==> config.mk <==
export PLATFORM = sky130hd
export DESIGN_NAME = button_debouncer
export DESIGN_NICKNAME = d
export VERILOG_FILES = /design/src/rtl/button_debouncer.sv
export SDC_FILE = /design/constraint.sdc
export NUM_CORES = 1
export LEC_CHECK = 0
export ABC_CLOCK_PERIOD_IN_PS = 3150
export CORE_UTILIZATION = 62
export DETAILED_ROUTE_END_ITERATION = 16
export PLACE_DENSITY = 0.83
export REMOVE_ABC_BUFFERS = 1
export SYNTH_ARGS = -nofsm -noshare
export SYNTH_HDL_FRONTEND = slang
export SYNTH_SLANG_ARGS = --single-unit
export TNS_END_PERCENT = 50
==> constraint.sdc <==
create_clock -name CLOCK -period 3.15 [get_ports CLOCK]
set_input_delay 0.4725 -clock CLOCK [delete_from_list [all_inputs] [get_ports CLOCK]]
set_output_delay 0.4725 -clock CLOCK [all_outputs]
set_load 0.03 [all_outputs]
==> src/rtl/button_debouncer.sv <==
// Two-flop synchronizer plus four-state qualification FSM that turns a
// bouncing push-button level into one clean level per button.
module button_debouncer #(
  parameter int STABLE_COUNT = 1000000,
  parameter int COUNT_WIDTH  = 20
) (
  input  logic CLOCK,
  input  logic Reset,
  input  logic RawButton,
  output logic Debounced,
  output logic Busy
);

  typedef enum logic [1:0] {
    STABLE0,
    PENDING1,
    STABLE1,
    PENDING0
  } state_t;

  localparam logic [COUNT_WIDTH-1:0] TERM =
    COUNT_WIDTH'(STABLE_COUNT - 1);
  localparam logic [COUNT_WIDTH-1:0] ONE  =
    COUNT_WIDTH'(1);
  localparam logic [COUNT_WIDTH-1:0] ZERO =
    '0;

  logic                   sync1;
  logic                   sync2;
  state_t                 state;
  state_t                 state_nxt;
  logic [COUNT_WIDTH-1:0] count;
  logic [COUNT_WIDTH-1:0] count_nxt;

  // Bring the asynchronous button level into the clock domain.
  always_ff @(posedge CLOCK) begin
    if (!Reset) begin
      sync1 <= 1'b0;
      sync2 <= 1'b0;
    end else begin
      sync1 <= RawButton;
      sync2 <= sync1;
    end
  end

  // State and stability counter registers; reset drops any partial count.
  always_ff @(posedge CLOCK) begin
    if (!Reset) begin
      state <= STABLE0;
      count <= ZERO;
    end else begin
      state <= state_nxt;
      count <= count_nxt;
    end
  end

  // Next state: a candidate level must persist for STABLE_COUNT
  // observations in a row; any disagreement throws the run away.
  always_comb begin
    state_nxt = state;
    count_nxt = count;
    unique case (state)
      STABLE0: begin
        count_nxt = ZERO;
        if (sync2) begin
          state_nxt = PENDING1;
          count_nxt = ONE;
        end
      end
      PENDING1: begin
        if (!sync2) begin
          state_nxt = STABLE0;
          count_nxt = ZERO;
        end else if (count == TERM) begin
          state_nxt = STABLE1;
          count_nxt = ZERO;
        end else begin
          count_nxt = count + ONE;
        end
      end
      STABLE1: begin
        count_nxt = ZERO;
        if (!sync2) begin
          state_nxt = PENDING0;
          count_nxt = ONE;
        end
      end
      PENDING0: begin
        if (sync2) begin
          state_nxt = STABLE1;
          count_nxt = ZERO;
        end else if (count == TERM) begin
          state_nxt = STABLE0;
          count_nxt = ZERO;
        end else begin
          count_nxt = count + ONE;
        end
      end
      default: begin
        state_nxt = STABLE0;
        count_nxt = ZERO;
      end
    endcase
  end

  // Outputs come from the registered state only.
  always_comb begin
    Debounced = 1'b0;
    Busy      = 1'b0;
    unique case (state)
      STABLE0:  begin
        Debounced = 1'b0;
        Busy      = 1'b0;
      end
      PENDING1: begin
        Debounced = 1'b0;
        Busy      = 1'b1;
      end
      STABLE1:  begin
        Debounced = 1'b1;
        Busy      = 1'b0;
      end
      PENDING0: begin
        Debounced = 1'b1;
        Busy      = 1'b1;
      end
      default: begin
        Debounced = 1'b0;
        Busy      = 1'b0;
      end
    endcase
  end

endmodule
# ---- Word-level counts from Yosys, hierarchy flattened
# Cells that the tools add are included.
dict set report op_classes {
  n_addsub 1
  n_eq_ne 8
  muxes 15
  n_reduce_logical 6
}
# cell count
set op_table {}
lappend op_table {{one-hot mux 20 bit (4 select lines)} 1}
lappend op_table {{2-to-1 mux 20 bit} 3}
lappend op_table {{adder 20 x 1 -> 20 bit (second input constant)} 1}
lappend op_table {{equality test 20 bit (second input constant)} 1}
lappend op_table {{2-to-1 mux 2 bit} 6}
lappend op_table {{one-hot mux 2 bit (4 select lines)} 1}
lappend op_table {{OR reduction 2 bit} 4}
lappend op_table {{!= test 3 bit (second input constant)} 2}
lappend op_table {{equality test 2 bit (second input constant)} 2}
lappend op_table {{!= test 2 bit (second input constant)} 2}
lappend op_table {{one-hot mux 1 bit (2 select lines)} 2}
lappend op_table {{AND reduction 4 bit} 1}
lappend op_table {{equality test 2 x 1 -> 1 bit (second input constant)} 1}
lappend op_table {{zero test 2 bit} 1}
lappend op_table {{2-to-1 mux 1 bit} 2}
dict set report word_totals {
  reg_bits 24
  inputBits 3
  out_inout_bits 2
  elab_cells 34
}

# ---- Longest topological paths before layout
# Gate-level depths: netlist of run 1.
dict set report logic_depth {
  depth_word 4
  depth_mapped 6
  depth_no_buf 5
}

# ---- Least setup slack after synthesis of run 1
# Ideal clock, no wire load.
dict set report synth_timing {
  kind {reg-to-reg}
  start {register count[0]}
  end {register count[18]}
  setup_time_ns 0.087
  arrival_time_ns 1.424
  t_required_ns 3.063
  slack_ns 1.639
  stages_incl_launch_ff 7
  path_buffers 1
  period_less_slack_ns 1.511
  cell_sequence {dfxtp_1 -> ha_1 -> clkbuf_1 -> nand3_1 -> nor4_4 -> nor2_1 -> nor4b_2}
}
dict set report synth_via {
  elab_chain_cells 4
  elab_cells_between_ends 6
  cone_classes {add/sub: 1; eq/ne: 1; mux: 4}
}
# item line_no
set synth_lines {}
lappend synth_lines {{start, declared} 32} ;# logic [COUNT_WIDTH-1:0] count;
lappend synth_lines {{start signal, assigned} 53} ;# count <= count_nxt;
lappend synth_lines {{adder 20 x 1 -> 20 bit / equality test 20 bit (equally long branches)} -}
lappend synth_lines {{2-to-1 mux 20 bit *} {74, 92}}
lappend synth_lines {{2-to-1 mux 20 bit (on tied branches)} {89, 71}}
lappend synth_lines {{one-hot mux 20 bit (4 select lines) *} 62} ;# unique case (state)
# Mark *: on every way between the ends. The rest lies on a longest branch, timed or not.
# A chain may end at the register's enable or synchronous reset.

==> flow_summary.ini, run 1 <==
[run_status]
outcome = finished, final reports clean

[synthesis]
seq_area_frac_synth_pct = 41.6
avgSynthCellArea_sq_um = 9.31
ys_seq_elements = 24
syn_area_sq_mm = 0.00115
ys_warn_count = 0
synthCells = 124
synth.distinct_cells = 28

[placed_design]
gp_congestion = 0.864
dp_hpwl_um = 1600
portBuffers = 4

[worst_setup_path]
end_kind = output pin
arrival_ps = 1390
path_delay_family = buffers and inverters
start_kind = flop
critPathRequiredTime_ps = 2680
cp_max_fo = 3
crit_buf_inv = 1
crit_chain = clkdlybuf4s50_1
cp_slowest_stage_delay_ps = 690
path_class = reg2out
cpMaxStageDelayCell = clkdlybuf4s50_1

[power]
power.density_mw_per_mm2 = 380
p_switching_uw = 90.0
switching_share_pct = 19.2
seqPwrFrac_pct = 65.2
peakVddDrop_v = 0.000320
p_clk_share_pct = 33.2
p_int_uw = 380
power_frac_comb_pct = 1.6
p_leak_uw = 0.000428
total_power_uw = 470

[drt]
ant_nets = 0
drt_wl_total_um = 2060
wl_per_cell_um = 13.5
num_vias = 903
drc_errors = 0
viasPerCell = 5.94
drtPass1Iterations = 4
drt-initial-drc-count = 23

[sta]
hold_ws_ps = 461
drv_slew = 0
slew_headroom_pct = 72.1
setup_viol = 0
clock_skew_ps = 1.64
rsz0062_at_grt = no
post-route-period-util_pct = 59.2
final.setup.tns_ps = 0
max_freq_mhz = 536
tightestPinTransition_ps = 416
hold_viol = 0
min_period_ps = 1860

[die]
die-area_sq_mm = 0.00204
core_sq_mm = 0.00175
start_util_pct = 66.2
rows = 15
die_y_um = 45.2
die-width_um = 45.2
ios = 5

[grt]
antenna_found_initial = 0
gr-total-overflow = 0
grt_pass1_wl_um = 3360
track_usage_pct = 23.3
grt_pass1_vias = 764
grt_max_degree = 17

[cts]
clock_path_buffers = 2
cts_made_buffers = 3
cts_tree = done
cts_setup_buffers = 0
cts_sinks = 24
cts_hold_buffers = 0
cts_resized = 0
path_clk_slew_ps = 120
h-tree-depth = 1
clock_latency_ps = 310
cts-root-buf = clkbuf_4

[flow_run]
cap_violations = 0

[finish]
fin_nets = 132
final_common_cell = dfxtp_1
syn2layout_area_growth_pct = 7.04
utilization_pct = 70.8
n_antenna_cell = 0
mostFrequentLayoutCells = dfxtp_1, nor2_1, nand2_1, xnor2_1
layout-drive-gt1-share_pct = 12.6

[hold_path]
min_path_type = reg2reg
[state kept, by name (all words and copies together), names as in the netlist, named ones only]
register  flops
count        20
state         1
sync1         1
sync2         1
[power groups by stage]
stage | Sequential, uW | Combinational [uW] | Clock [uW]
final | 306 | 7.30 | 156
after global routing | 307 | 8.02 | 175
after CTS | 307 | 7.42 | 160
after detailed placement | 313 | 7.39 | 0
after global placement | 313 | 7.13 | 0
after floorplan | 314 | 2.44 | 0
[path summary, 6_finish.rpt]
kind                                           from               end  slack, ps  depth (start not counted)
worst max register to register  count[9]$_SDFF_PN0_              flop       1530                          4
worst min register to register     sync1$_SDFF_PN0_  sync2$_SDFF_PN0_        460                          1
worst min-delay path               sync1$_SDFF_PN0_  sync2$_SDFF_PN0_        460                          1
worst max-delay path                           flop         Debounced       1290                          1
[routing by layer]
metal	wire [um]	global-route usage [%]	share of wire [%]
met1	937	30.7	46
met5	0	0	0
met4	39	12.7	1.9
met3	78	3.60	3.8
met2	1000	36.2	49
[through the flow]
step	setup WS [ps]	instance area, sq um	instances
floorplan	1750	1130	119
global placement	1540	1200	148
detailed placement	1490	1200	148
CTS	1280	1240	152
global route	1220	1240	152
finish	1290	1240	152
[cells by family after synthesis]
| logic type | Yosys count | synth area share [%] |
|---|---|---|
| adders and majority gates | 1 | 1.08 |
| buffers and inverters | 9 | 3.57 |
| DFF | 24 | 41.6 |
| AOI/OAI and AO/OA | 7 | 5.09 |
| and+or+nand+nor | 67 | 36.5 |
| xor gates and xnor gates | 16 | 12.1 |
[worst reg2reg max path, stage by stage (launching register included)]
cell      delay (ps)
dfxtp_1          470
nor4b_1          270
nand2_1          230
o311ai_0         400
o41ai_1          140
[cell usage after synthesis]
library cell,count,area (sq um)
nor4_4,2,42.5
dfxtp_1,24,480
o21ai_4,1,16.3
and3b_1,1,8.76
nor4b_1,1,8.76
buf_4,2,15.0
nor4b_2,1,15.0
and3_2,4,30.0
and2_1,3,18.8
nor2_1,21,78.8
o41ai_1,1,8.76
clkbuf_1,3,11.3
inv_1,4,15.0
nor3_1,4,20.0
o21ai_0,2,10.0
nand2_1,9,33.8
and4_2,1,10.0
xnor2_1,9,78.8
nand3_1,5,25.0
a211oi_1,1,7.51
nand4_1,5,31.3
ha_1,1,12.5
xor2_1,7,61.3
o311ai_0,1,8.76
nand4_4,2,42.5
nor4_1,7,43.8
a21o_1,1,7.51
nand4_2,1,12.5
[final cells by class]
type / count / area [sq um]
Multi-Input combinational cell: 91 / 633
Fill cell: 138 / 509
Sequential cell: 24 / 480
Timing Repair Buffer: 4 / 40.0
Clock buffer: 4 / 36.3
Tap cell: 25 / 31.3
Inverter: 4 / 15.0
Note: power is estimated with default switching activity, not from simulation.
==> run 2, diff against run 1 <==
--- a/config.mk
+++ b/config.mk
@@ -5,10 +5,10 @@
 export SDC_FILE = /design/constraint.sdc
 export NUM_CORES = 1
 export LEC_CHECK = 0
-export ABC_CLOCK_PERIOD_IN_PS = 3150
-export CORE_UTILIZATION = 62
+export ABC_CLOCK_PERIOD_IN_PS = 1800
+export CORE_UTILIZATION = 58
 export DETAILED_ROUTE_END_ITERATION = 16
-export PLACE_DENSITY = 0.83
+export PLACE_DENSITY = 0.79
 export REMOVE_ABC_BUFFERS = 1
 export SYNTH_ARGS = -nofsm -noshare
 export SYNTH_HDL_FRONTEND = slang
==> constraint.sdc (replaced) <==
create_clock -name CLOCK -period 1.8 [get_ports CLOCK]
set_input_delay 0.27 -clock CLOCK [delete_from_list [all_inputs] [get_ports CLOCK]]
set_output_delay 0.27 -clock CLOCK [all_outputs]
set_load 0.03 [all_outputs]
==> flow_summary.ini, run 2 (synthesis results as in run 1) <==
[power]
p_int_uw = 665
peakVddDrop_v = 0.000438
seqPwrFrac_pct = 64.7
p_switching_uw = 164
p_clk_share_pct = 33.8
power_frac_comb_pct = 1.5
power.density_mw_per_mm2 = 667
p_leak_uw = 0.000434
switching_share_pct = 19.8

[die]
die-area_sq_mm = 0.00217
core_sq_mm = 0.00180
start_util_pct = 64.1
ios = 5
die_y_um = 46.6
rows = 15
die-width_um = 46.6

[worst_setup_path]
worstRegToRegCells = 5
critPathRequiredTime_ps = 1530
end_kind = output pin
path_class = reg2out
cp_max_fo = 4
crit_buf_inv = 1
cp_slowest_stage_delay_ps = 690
worst-r2r-setup-slack_ps = 180
start_kind = flop
r2r_start = count[0]$_SDFF_PN0_
cpMaxStageDelayCell = clkdlybuf4s50_1
crit_chain = clkdlybuf4s50_1
arrival_ps = 1390
r2r-end = count[14]$_SDFF_PN0_
path_delay_family = buffers and inverters

[sta]
max_freq_mhz = 604
tightestPinTransition_ps = 434
hold_viol = 0
drv_slew = 0
slew_headroom_pct = 71.0
post-route-period-util_pct = 92.0
setup_viol = 0
rsz0062_at_grt = no
min_period_ps = 1660
clock_skew_ps = 1.20
final.setup.tns_ps = 0
setup_ws_ps = 145
hold_ws_ps = 446

[cts]
cts_hold_buffers = 0
cts_sinks = 24
cts_made_buffers = 3
cts_setup_buffers = 0
h-tree-depth = 1
path_clk_slew_ps = 130
cts_resized = 0
clock_latency_ps = 310
cts_tree = done
clock_path_buffers = 2
cts-root-buf = clkbuf_4

[finish]
regMostFlops = count
mostFrequentLayoutCells = dfxtp_1, nor2_1, nand2_1, xnor2_1
layout-drive-gt1-share_pct = 13.3
fin_nets = 133
n_fill_cell = 152
n_antenna_cell = 0
syn2layout_area_growth_pct = 7.69
largest_reg_flops = 20
final_common_cell = dfxtp_1

[hold_path]
min_path_cells = 1
min_path_type = reg2reg
min_to = sync2$_SDFF_PN0_
hp-start = sync1$_SDFF_PN0_

[drt]
viasPerCell = 5.48
num_vias = 838
drtPass1Iterations = 4
drt_wl_total_um = 1870
drc_errors = 0
drt-initial-drc-count = 10
wl_per_cell_um = 12.2
ant_nets = 0

[grt]
grt_max_degree = 17
track_usage_pct = 21.9
antenna_found_initial = 0
gr-total-overflow = 0
grt_pass1_vias = 795
grt_pass1_wl_um = 3390

[run_status]
outcome = finished, final reports clean

[placed_design]
dp_hpwl_um = 1390
gp_congestion = 0.850
portBuffers = 4
dp_slack_ps = 214

[flow_run]
cap_violations = 0
==> run 2: changes by cell type in the layout (fill, tap and decap cells not counted), sizes merged <==
cell / delta
buf: +1
==> run 2: final cells by class <==
| cell class | instances | area, sq um | area share, % |
|---|---|---|---|
| multi-input combinational | 91 | 633 | 50.9 |
| sequential | 24 | 480 | 38.6 |
| clock buffer | 4 | 36.3 | 2.92 |
| timing repair buffer | 5 | 47.5 | 3.82 |
| inverter | 4 | 15.0 | 1.21 |
| tap | 25 | 31.3 | 2.52 |
==> run 2: power groups by stage <==
stage	clock network, uW	registers, uW	logic, uW
2_1_floorplan	0	549	4.28
3_3_place_gp	0	548	12.4
3_5_place_dp	0	548	12.7
4_1_cts	287	536	12.8
5_1_grt	308	537	14.1
6_report	280	536	12.6
==> run 2: how the worst max path moves through the flow <==
stage | from | to | cells after the start
6_report | state[0]$_SDFFE_PN0P_ | Busy | 1
5_1_grt | count[0]$_SDFF_PN0_ | count[14]$_SDFF_PN0_ | 5
3_3_place_gp | count[0]$_SDFF_PN0_ | count[14]$_SDFF_PN0_ | 5
2_1_floorplan | count[0]$_SDFF_PN0_ | count[18]$_SDFF_PN0_ | 5
3_5_place_dp | count[0]$_SDFF_PN0_ | count[18]$_SDFF_PN0_ | 5
4_1_cts | state[0]$_SDFFE_PN0P_ | Busy | 1
==> run 2: per-stage QoR <==
step / cell area, sq um / cells / power, uW / util (%)
6_report: 1240 / 153 / 829 / 69.0
3_5_place_dp: 1210 / 149 / 561 / 67.0
4_1_cts: 1240 / 153 / 836 / 69.0
2_1_floorplan: 1130 / 119 / 553 / -
3_3_place_gp: 1210 / 149 / 560 / 67.0
5_1_grt: 1240 / 153 / 859 / 69.0
==> run 2: per-layer routing <==
| metal | track usage [%] | up-vias | wire, um |
|---|---|---|---|
| met5 | 0 | - | 0 |
| met4 | 7.43 | 0 | 8 |
| met3 | 5.10 | 2 | 35 |
| met2 | 31.9 | 9 | 836 |
| met1 | 31.4 | 383 | 993 |
| li1 | - | 444 | - |
==> run 3, diff against run 2 <==
--- a/config.mk
+++ b/config.mk
@@ -7,6 +7,7 @@
 export LEC_CHECK = 0
 export ABC_CLOCK_PERIOD_IN_PS = 1800
 export CORE_UTILIZATION = 58
+export CTS_CLUSTER_DIAMETER = 40
 export DETAILED_ROUTE_END_ITERATION = 16
 export PLACE_DENSITY = 0.79
 export REMOVE_ABC_BUFFERS = 1
==> results of run 3 <==
Same layout as run 2: the final DEF is identical, and so are final timing and power.
